==> config.mk <==
export PLATFORM = sky130hd
export DESIGN_NAME = mem_arbiter
export DESIGN_NICKNAME = d
export VERILOG_FILES = /design/src/rtl/mem_arb_pkg.sv /design/src/rtl/mem_arb_pick.sv /design/src/rtl/mem_arbiter.sv
export SDC_FILE = /design/constraint.sdc
export NUM_CORES = 1
export LEC_CHECK = 0
export CORE_MARGIN = 1.5
export CORE_UTILIZATION = 39
export CTS_CLUSTER_SIZE = 24
export DETAILED_ROUTE_END_ITERATION = 8
export PLACE_DENSITY = 0.82
export REMOVE_ABC_BUFFERS = 1
export SKIP_CTS_REPAIR_TIMING = 1
export SYNTH_ARGS = -nofsm -noshare
export SYNTH_HDL_FRONTEND = slang
export SYNTH_SLANG_ARGS = --single-unit
==> constraint.sdc <==
create_clock -name clk -period 1.75 [get_ports clk]
set_input_delay 0.35 -clock clk [delete_from_list [all_inputs] [get_ports clk]]
set_output_delay 0.35 -clock clk [all_outputs]
set_load 0.03 [all_outputs]
==> src/rtl/mem_arb_pkg.sv <==
// mem_arb_pkg
// Shared definitions for the data-memory arbiter of the multi-cycle stack MIPS.
// Contents:
//   ADR_W, DATA_W        default MEM address / data widths (32x8 memory)
//   PORT_FETCH/STACK     port identifiers (fetch = 0, stack push/pop = 1)
//   state_t              arbiter sequencer states (IDLE, ACC)
package mem_arb_pkg;

  localparam int ADR_W  = 5;
  localparam int DATA_W = 8;

  localparam logic PORT_FETCH = 1'b0;
  localparam logic PORT_STACK = 1'b1;

  typedef enum logic {
    IDLE = 1'b0,
    ACC  = 1'b1
  } state_t;

endpackage

==> src/rtl/mem_arb_pick.sv <==
// mem_arb_pick
// Combinational two-way picker used by mem_arbiter.
// Build option: MEM_ARB_RR_EN selects round-robin; without it the stack port
// (port 1) always beats the fetch port (port 0).
// Ports:
//   valid0      in   fetch port request
//   valid1      in   stack port request
//   last_grant  in   port id granted most recently (round-robin only)
//   grant       out  one-hot grant, bit 0 = fetch, bit 1 = stack
module mem_arb_pick
  import mem_arb_pkg::*;
(
  input  logic       valid0,
  input  logic       valid1,
  input  logic       last_grant,
  output logic [1:0] grant
);

`ifdef MEM_ARB_RR_EN
  // On contention the port that did not win last time goes first; a lone
  // requester always wins regardless of history.
  always_comb begin
    grant = 2'b00;
    if (valid0 && valid1) begin
      if (last_grant == PORT_FETCH) begin
        grant = 2'b10;
      end else begin
        grant = 2'b01;
      end
    end else if (valid0) begin
      grant = 2'b01;
    end else if (valid1) begin
      grant = 2'b10;
    end
  end
`else
  // History plays no part in fixed priority.
  logic unused_last_grant;
  assign unused_last_grant = last_grant;

  // The stack port always wins over instruction fetch.
  always_comb begin
    grant = 2'b00;
    if (valid1) begin
      grant = 2'b10;
    end else if (valid0) begin
      grant = 2'b01;
    end
  end
`endif

endmodule

==> src/rtl/mem_arbiter.sv <==
// mem_arbiter
// Shares the single port of the 32x8 data memory MEM between instruction
// fetch (port 0) and stack push/pop (port 1). The winning request is
// registered, MEM is strobed for exactly one cycle, and read data comes back
// with a one-cycle rvalid pulse in the following cycle.
// Build option: MEM_ARB_RR_EN enables round-robin arbitration (otherwise the
// stack port has fixed priority and no pointer register exists).
// Ports:
//   clk, rst                  clock, synchronous active-high reset
//   req{0,1}_valid/we/adr/wdata  request from fetch / stack port
//   req{0,1}_ready            request accepted this cycle
//   req{0,1}_rvalid           read data valid pulse for that port
//   rdata                     read data shared by both ports
//   mem_adr, mem_data         MEM address and write data
//   mem_write, mem_read       MEM strobes (only during the access cycle)
//   mem_out                   MEM combinational read data
module mem_arbiter #(
  parameter int ADR_W  = mem_arb_pkg::ADR_W,
  parameter int DATA_W = mem_arb_pkg::DATA_W
) (
  input  logic              clk,
  input  logic              rst,
  input  logic              req0_valid,
  input  logic              req0_we,
  input  logic [ADR_W-1:0]  req0_adr,
  input  logic [DATA_W-1:0] req0_wdata,
  output logic              req0_ready,
  output logic              req0_rvalid,
  input  logic              req1_valid,
  input  logic              req1_we,
  input  logic [ADR_W-1:0]  req1_adr,
  input  logic [DATA_W-1:0] req1_wdata,
  output logic              req1_ready,
  output logic              req1_rvalid,
  output logic [DATA_W-1:0] rdata,
  output logic [ADR_W-1:0]  mem_adr,
  output logic [DATA_W-1:0] mem_data,
  output logic              mem_write,
  output logic              mem_read,
  input  logic [DATA_W-1:0] mem_out
);
  import mem_arb_pkg::*;

  state_t     state;
  state_t     next_state;
  logic [1:0] grant;
  logic       grant_port;
  logic       take;
  logic       last_grant;
  logic       acc_we;
  logic       acc_port;

  mem_arb_pick u_pick (
    .valid0     (req0_valid),
    .valid1     (req1_valid),
    .last_grant (last_grant),
    .grant      (grant)
  );

  assign grant_port = grant[1];

`ifdef MEM_ARB_RR_EN
  // Round-robin history: remembers who won the last grant. It starts at the
  // stack port so that fetch wins the very first contention after reset.
  always_ff @(posedge clk) begin
    if (rst) begin
      last_grant <= PORT_STACK;
    end else if (take) begin
      last_grant <= grant_port;
    end
  end
`else
  assign last_grant = PORT_STACK;
`endif

  // Sequencer state register.
  always_ff @(posedge clk) begin
    if (rst) begin
      state <= IDLE;
    end else begin
      state <= next_state;
    end
  end

  // Grants are only handed out from IDLE, so an access cycle always sits
  // between two grants. In ACC the latched direction picks exactly one strobe.
  always_comb begin
    next_state = state;
    take       = 1'b0;
    req0_ready = 1'b0;
    req1_ready = 1'b0;
    mem_write  = 1'b0;
    mem_read   = 1'b0;
    case (state)
      IDLE: begin
        if (grant != 2'b00) begin
          take       = 1'b1;
          req0_ready = grant[0];
          req1_ready = grant[1];
          next_state = ACC;
        end
      end
      ACC: begin
        mem_write  = acc_we;
        mem_read   = !acc_we;
        next_state = IDLE;
      end
      default: begin
        next_state = IDLE;
      end
    endcase
  end

  // The winner's address and data are latched straight into the MEM-facing
  // registers, which then hold their value until the next grant. A read
  // captures mem_out at the end of ACC and raises the owner's rvalid for the
  // following cycle; a reset during ACC drops the response entirely.
  always_ff @(posedge clk) begin
    if (rst) begin
      mem_adr     <= '0;
      mem_data    <= '0;
      acc_we      <= 1'b0;
      acc_port    <= PORT_FETCH;
      rdata       <= '0;
      req0_rvalid <= 1'b0;
      req1_rvalid <= 1'b0;
    end else begin
      req0_rvalid <= 1'b0;
      req1_rvalid <= 1'b0;
      if (take) begin
        acc_port <= grant_port;
        if (grant_port == PORT_STACK) begin
          acc_we   <= req1_we;
          mem_adr  <= req1_adr;
          mem_data <= req1_wdata;
        end else begin
          acc_we   <= req0_we;
          mem_adr  <= req0_adr;
          mem_data <= req0_wdata;
        end
      end
      if ((state == ACC) && !acc_we) begin
        rdata <= mem_out;
        if (acc_port == PORT_STACK) begin
          req1_rvalid <= 1'b1;
        end else begin
          req0_rvalid <= 1'b1;
        end
      end
    end
  end

endmodule

==> results of run 1 <==
[sequential cells by signal (all words and copies together) (netlist names)]
signal and flops:
acc_port 1, req1_rvalid 1, rdata 8, req0_rvalid 1, acc_we 1, mem_data 8, mem_adr 5, state 1
[how the worst max path moves through the flow]
stage               start          end  slack (ns)  depth (start not counted)
2_1_floorplan       state       acc_we        0.27                          3
3_3_place_gp   req1_valid  mem_data[6]        0.06                          4
3_5_place_dp   req1_valid  mem_data[6]        0.04                          4
4_1_cts             state     mem_read       -0.17                          3
5_1_grt          rdata[0]     rdata[0]       0.001                          1
6_report         rdata[0]     rdata[0]        0.06                          1
[Yosys cell counts, drive strengths merged, types with 2 or more instances]
| master | number |
|---|---|
| nand2 | 16 |
| nor2 | 16 |
| dfxtp | 26 |
| mux2i | 14 |
| a211oi | 14 |
| nor2b | 2 |
| buf | 8 |
| nand2b | 2 |
| a21oi | 9 |
[metal layers]
layer  global-route usage  up-vias  wire length [um]
met5                    0        -                 0
met4              0.08503        0                89
met3              0.03488        8               103
met2               0.3429       29              1579
met1               0.2151      481              1079
li1                     -      524                 -
[where the power goes]
part / internal (mW) / switching (mW) / leakage (nW)
Combinational: 0.228 / 0.224 / 0.658
Clock: 0.127 / 0.167 / 0.0210
Sequential: 0.640 / 0.0238 / 0.215
[final cells by class]
class                   instances  share of cell area
clock buffers                   4             0.01936
inverters                       1            0.002003
multi-input cells              77              0.2744
flip-flops and latches         26              0.2777
repair buffers                 73              0.4059
well taps                      31             0.02069
[cells by family (layout without fill, tap and decap cells)]
family | after synthesis | count (layout) | synth area share
AO/OA/AOI/OAI | 24 | 24 | 0.1907
buffers and inverters | 10 | 78 | 0.06128
flip-flops | 26 | 26 | 0.4722
multiplexers | 14 | 14 | 0.1271
AND/OR/NAND/NOR | 39 | 39 | 0.1487
[through the flow]
| stage | setup slack, ns | hold WS [ns] | util | TNS [ns] | total power [mW] |
|---|---|---|---|---|---|
| 2_1_floorplan | 0.2652 | 0.4124 | - | 0 | 0.8854 |
| 4_1_cts | -0.1714 | 0.4704 | 0.6814 | -0.3359 | 1.430 |
| 6_report | 0.05532 | 0.4667 | 0.6916 | 0 | 1.409 |
| 3_5_place_dp | 0.03793 | 0.4509 | 0.6681 | 0 | 1.134 |
| 3_3_place_gp | 0.05698 | 0.4326 | 0.6681 | 0 | 1.123 |
| 5_1_grt | 0.001258 | 0.4841 | 0.6916 | 0 | 1.477 |
==> metrics.txt, run 1 <==
run status=finished clean; total power per unit cell area=~750 nW/um^2; count of cell types in the netlist=19; share of the yosys chip area belonging to registers=0.4722; most area-consuming cells after synthesis=sky130_fd_sc_hd__dfxtp_1 47%, sky130_fd_sc_hd__mux2i_1 13%, sky130_fd_sc_hd__a211oi_2 11%, sky130_fd_sc_hd__nand2_1 5.4%, sky130_fd_sc_hd__nor2_1 5.4%; final setup skew=roughly 0.0021 ns; max_cap viols=0; setup-violating endpoint count in the final report=0; remaining design rule violation count=0; area of the placeable core=around 2700 sq um; Hold Crit Class=reg -> reg; pin count of the biggest net entering global routing=27; fraction of layout cells with a size suffix above 1=0.1271; reg-to-reg startpoint=state; RSZ-0062 raised after global routing=false; quantity of I/O buffers inserted on ports=66; hold-critical path depth=2; flip-flop and latch count after synthesis=26; Post-Layout Inst Area=~1900 sq um; number of standard cells in the final layout excluding fillers=~210; maximum ir drop on the vdd rail=between 0.7 and 0.8 mV; vias post-DR=roughly 1,000; Starting Density=0.4067; H-tree lvl count=1; area growth from synthesis to layout=70.03%; number of DRC markers after the initial detailed-route iteration=22; number of enable-type register cells in the synthesized netlist=0; post-route fraction of the period consumed by the critical path=0.9684; register-to-register path setup slack=roughly 0.57 ns; Overall Global Routing Usage=0.1900; number of clock buffers inserted by TritonCTS=3; placed cell count=208; critical path launch point type=register; routability-driven placement congestion ratio=between 0.7 and 0.8; destination of the worst register-to-register timing path=mem_adr[4]; fill count=220; clock sinks=26; headroom to the max-slew limit=0.7570; data arrival time at the worst-slack endpoint=between 1 and 1.5 ns; post-synthesis cell count=~110; leakage=slightly below 0.9 nW; top_reg_cell synth=sky130_fd_sc_hd__dfxtp_1; delay of the slowest critical-path stage=0.67 ns; Skew-Pair Late Insertion Delay=between 0.3 and 0.4 ns; number of max-slew violations in the final report=0; cell chosen for the clock root=sky130_fd_sc_hd__clkbuf_4; sequential cell area=around 520 sq um; Crit. End Element=output pin; Syn Area/Cell=slightly below 10 sq um; area of placed instances=about 1800 sq um; Cell Area, Synth=about 1100 sq um; clock slew at the register clock pins of the worst setup and hold paths=approximately 0.13 ns; transition time at the pin with the least slew margin=approximately 0.36 ns; final hold vios=0; number of global-route vias before repair=roughly 1,100; top-level I/O count=between 60 and 70; Max Buffers Root-to-Sink=2; most frequent standard cell in the layout excluding fill and tap cells=sky130_fd_sc_hd__clkdlybuf4s50_1; hold wc startpoint=rdata[2]; Total Routed Length=~2900 um; standard-cell row count=19; die boundary height=56.17 um; horizontal extent of the die=56.17 um; count of nets after finishing=~220; Congestion Overflow GR=0; initial antenna violation count=0; r2r worst-path depth=4; ANT nets after route=0; Initial DRT Pass Iterations=4; top cell family by delay on the critical path=buffers and inverters; TritonCTS clock tree=built; worst path bufs/invs=1; sequence of cells on the critical path=clkdlybuf4s50_1; Max Freq=590.1 MHz; library cell contributing the largest single delay on the critical path=sky130_fd_sc_hd__clkdlybuf4s50_1; hold endpoint=rdata[2]; required time worst endpoint=approximately 1.4 ns; post-synth top area cell=sky130_fd_sc_hd__dfxtp_1; count of yosys warnings during synthesis=0; wire length of the first global-routing pass=approximately 4700 um; post-DP HPWL=roughly 2200 um; number of diodes=0; maximum fanout count along the critical path=2; Crit Path Class=reg -> out; post-layout minimum cycle time=1.695 ns; die area=between 3000 and 4000 sq um; routed vias/inst=roughly 4.9; multi-input gate area in the final layout=approximately 500 sq um; Yosys top cell area share=0.4722; leading cell types in the layout, fill and taps excluded=53 x sky130_fd_sc_hd__clkdlybuf4s50_1, 26 x sky130_fd_sc_hd__dfxtp_1, 16 x sky130_fd_sc_hd__nor2_1, 16 x sky130_fd_sc_hd__nand2_1, 14 x sky130_fd_sc_hd__mux2i_1; wire length per cell=13.45 um; asr flop ratio synth=0
(Power assumes the default switching activity.)
==> inputs of run 2 (changes only) <==
--- a/config.mk
+++ b/config.mk
@@ -9,8 +9,10 @@
 export CORE_UTILIZATION = 39
 export CTS_CLUSTER_SIZE = 24
 export DETAILED_ROUTE_END_ITERATION = 8
+export HOLD_SLACK_MARGIN = 0.05
 export PLACE_DENSITY = 0.82
 export REMOVE_ABC_BUFFERS = 1
+export SETUP_SLACK_MARGIN = 0.2
 export SKIP_CTS_REPAIR_TIMING = 1
 export SYNTH_ARGS = -nofsm -noshare
 export SYNTH_HDL_FRONTEND = slang
==> run 2 against run 1 <==
  * Setup slack improved by 0.19 ns
  * Maximum frequency increased by 13%
  * Routed wire length increased by 1.1%
  * Total power decreased by 0.34%
  * Final cell count unchanged
  * Worst hold slack got worse by 0.027 ns
  * Design area increased by 1.8%
  * Global-route usage unchanged
  * Clock-buffer cell count unchanged
  * Non-clock buffer count unchanged
  * Via count decreased by 0.29%
  * Critical path type unchanged
  * Critical endpoint is now mem_read
  * Largest cell class unchanged
==> metrics.txt, run 2 (same netlist as run 1, synthesis figures left out) <==
run status=finished clean (unchanged); hold endpoint=acc_port (was rdata[2]); die area=3155 sq um (unchanged); library cell contributing the largest single delay on the critical path=sky130_fd_sc_hd__dfxtp_1 (was sky130_fd_sc_hd__clkdlybuf4s50_1); Crit. End Element=output pin (unchanged); number of diodes=0 (unchanged); Initial DRT Pass Iterations=4 (unchanged); r2r worst-path depth=4 (unchanged); clock slew at the register clock pins of the worst setup and hold paths=0.13 ns (about the same); area of the placeable core=2710 sq um (unchanged); area growth from synthesis to layout=73.10% (was 70.03%); post-layout minimum cycle time=1.506 ns (was 1.695 ns); data arrival time at the worst-slack endpoint=1.16 ns (was 1.34 ns); critical path launch point type=register (unchanged); reg-to-reg startpoint=state (unchanged); Max Buffers Root-to-Sink=2 (unchanged); number of max-slew violations in the final report=0 (unchanged); cell chosen for the clock root=sky130_fd_sc_hd__clkbuf_4 (unchanged); Sum Neg Setup Slack=0 ns (unchanged); number of global-route vias before repair=1,060 (unchanged); Total Routed Length=2884 um (was 2852 um); number of clock buffers inserted by TritonCTS=3 (unchanged); maximum fanout count along the critical path=3 (was 2); Skew-Pair Late Insertion Delay=0.31 ns (about the same); wire length of the first global-routing pass=4747 um (unchanged); ANT nets after route=0 (unchanged); placed cell count=208 (unchanged); clock sinks=26 (unchanged); H-tree lvl count=1 (unchanged); count of nets after finishing=222 (unchanged); final setup skew=0.002643 ns (was 0.002090 ns); pin count of the biggest net entering global routing=27 (unchanged); destination of the worst register-to-register timing path=mem_adr[4] (unchanged); routability-driven placement congestion ratio=0.7642 (unchanged); Overall Global Routing Usage=0.1900 (unchanged); leakage=1.116 nW (was 0.8937 nW); wire length per cell=13.60 um (was 13.45 um); routed vias/inst=4.901 (was 4.915); final core utilization=0.7041 (was 0.6916); register-to-register path setup slack=0.58 ns (was 0.57 ns); Crit Path Class=reg -> out (unchanged); sequence of cells on the critical path=nand2b_1 > clkinv_1 > dlymetal6s2s_1 (was clkdlybuf4s50_1); die boundary height=56.17 um (unchanged); horizontal extent of the die=56.17 um (unchanged); transition time at the pin with the least slew margin=0.3636 ns (was 0.3639 ns); Max Freq=664.0 MHz (was 590.1 MHz); RSZ-0062 raised after global routing=true (was false); vias post-DR=1,039 (was 1,042); post-DP HPWL=2233 um (unchanged); delay of the slowest critical-path stage=0.34 ns (was 0.67 ns); leading cell types in the layout, fill and taps excluded=37 x sky130_fd_sc_hd__clkdlybuf4s50_1, 26 x sky130_fd_sc_hd__dlymetal6s2s_1, 25 x sky130_fd_sc_hd__dfxtp_1, 16 x sky130_fd_sc_hd__nor2_1, 16 x sky130_fd_sc_hd__nand2_1 (was 53 x sky130_fd_sc_hd__clkdlybuf4s50_1, 26 x sky130_fd_sc_hd__dfxtp_1, 16 x sky130_fd_sc_hd__nor2_1, 16 x sky130_fd_sc_hd__nand2_1, 14 x sky130_fd_sc_hd__mux2i_1); most frequent standard cell in the layout excluding fill and tap cells=sky130_fd_sc_hd__clkdlybuf4s50_1 (unchanged); initial antenna violation count=0 (unchanged); max_cap viols=0 (unchanged); number of DRC markers after the initial detailed-route iteration=16 (was 22); standard-cell row count=19 (unchanged); TritonCTS clock tree=built (unchanged); hold wc startpoint=req0_valid (was rdata[2]); Starting Density=0.4067 (unchanged); number of standard cells in the final layout excluding fillers=212 (unchanged); total power per unit cell area=736.1 nW/um^2 (was 751.9 nW/um^2); registers with the most flip-flops=mem_data x8, rdata x8, mem_adr x5 (unchanged); headroom to the max-slew limit=0.7572 (was 0.7570); fraction of layout cells with a size suffix above 1=0.1381 (was 0.1271); remaining design rule violation count=0 (unchanged); Congestion Overflow GR=0 (unchanged); required time worst endpoint=1.40 ns (about the same); Hold Crit Class=in -> reg (was reg -> reg); post-route fraction of the period consumed by the critical path=0.8606 (was 0.9684); maximum ir drop on the vdd rail=0.7182 mV (was 0.7164 mV); final hold vios=0 (unchanged); quantity of I/O buffers inserted on ports=66 (unchanged); hold-critical path depth=4 (was 2); setup-violating endpoint count in the final report=0 (unchanged); top-level I/O count=67 (unchanged); worst hold slack after final layout=0.4402 ns (was 0.4667 ns)
[run 2: cell count changes in the layout (fill, tap and decap cells not counted)]
cell                              change
sky130_fd_sc_hd__clkdlybuf4s50_1     -16
sky130_fd_sc_hd__clkbuf_2             +1
sky130_fd_sc_hd__dfxtp_2              +1
sky130_fd_sc_hd__dfxtp_1              -1
sky130_fd_sc_hd__dlymetal6s2s_1      +15
[run 2: worst max path at each step]
stage                from          end  slack [ns]  depth (start not counted)
6_report           acc_we     mem_read        0.24                          3
5_1_grt            acc_we     mem_read        0.14                          3
3_5_place_dp   req1_valid  mem_data[6]        0.04                          4
2_1_floorplan       state       acc_we        0.27                          3
4_1_cts             state     mem_read       -0.17                          3
3_3_place_gp   req1_valid  mem_data[6]        0.06                          4
[run 2: routing by layer]
layer / vias up / share of wire / wire length (um) / track usage
met4: 0 / 0.031 / 89 / 0.08503
met5: - / 0 / 0 / 0
met2: 29 / 0.55 / 1593 / 0.3429
li1: 523 / - / - / -
met1: 479 / 0.38 / 1093 / 0.2151
met3: 8 / 0.037 / 107 / 0.03488
[run 2: worst max-delay path, delay by kind of cell (launching register included)]
kind	cells	cell delay [ns]
and+or+nand+nor	1	0.16
DFF	1	0.34
buffers and inverters	2	0.34
[run 2: stage by stage]
stage | area [sq um] | worst slack, ns | power, mW
2_1_floorplan | 1039 | 0.2652 | 0.8854
3_3_place_gp | 1810 | 0.05698 | 1.123
3_5_place_dp | 1810 | 0.03793 | 1.134
4_1_cts | 1847 | -0.1714 | 1.430
5_1_grt | 1908 | 0.1385 | 1.471
6_report | 1908 | 0.2439 | 1.404
[run 2: power by group]
| group | switching, mW | leakage, nW | internal (mW) |
|---|---|---|---|
| registers | 0.0229 | 0.215 | 0.640 |
| clock network | 0.168 | 0.0210 | 0.127 |
| logic | 0.224 | 0.880 | 0.222 |
[run 2: cell type report]
cell class / count / area (sq um)
multi-input combinational: 77 / 514.2
clock buffer: 4 / 36.28
fill: 215 / 802.0
tap: 31 / 38.79
sequential: 26 / 521.8
timing repair buffer: 73 / 793.3
inverter: 1 / 3.754
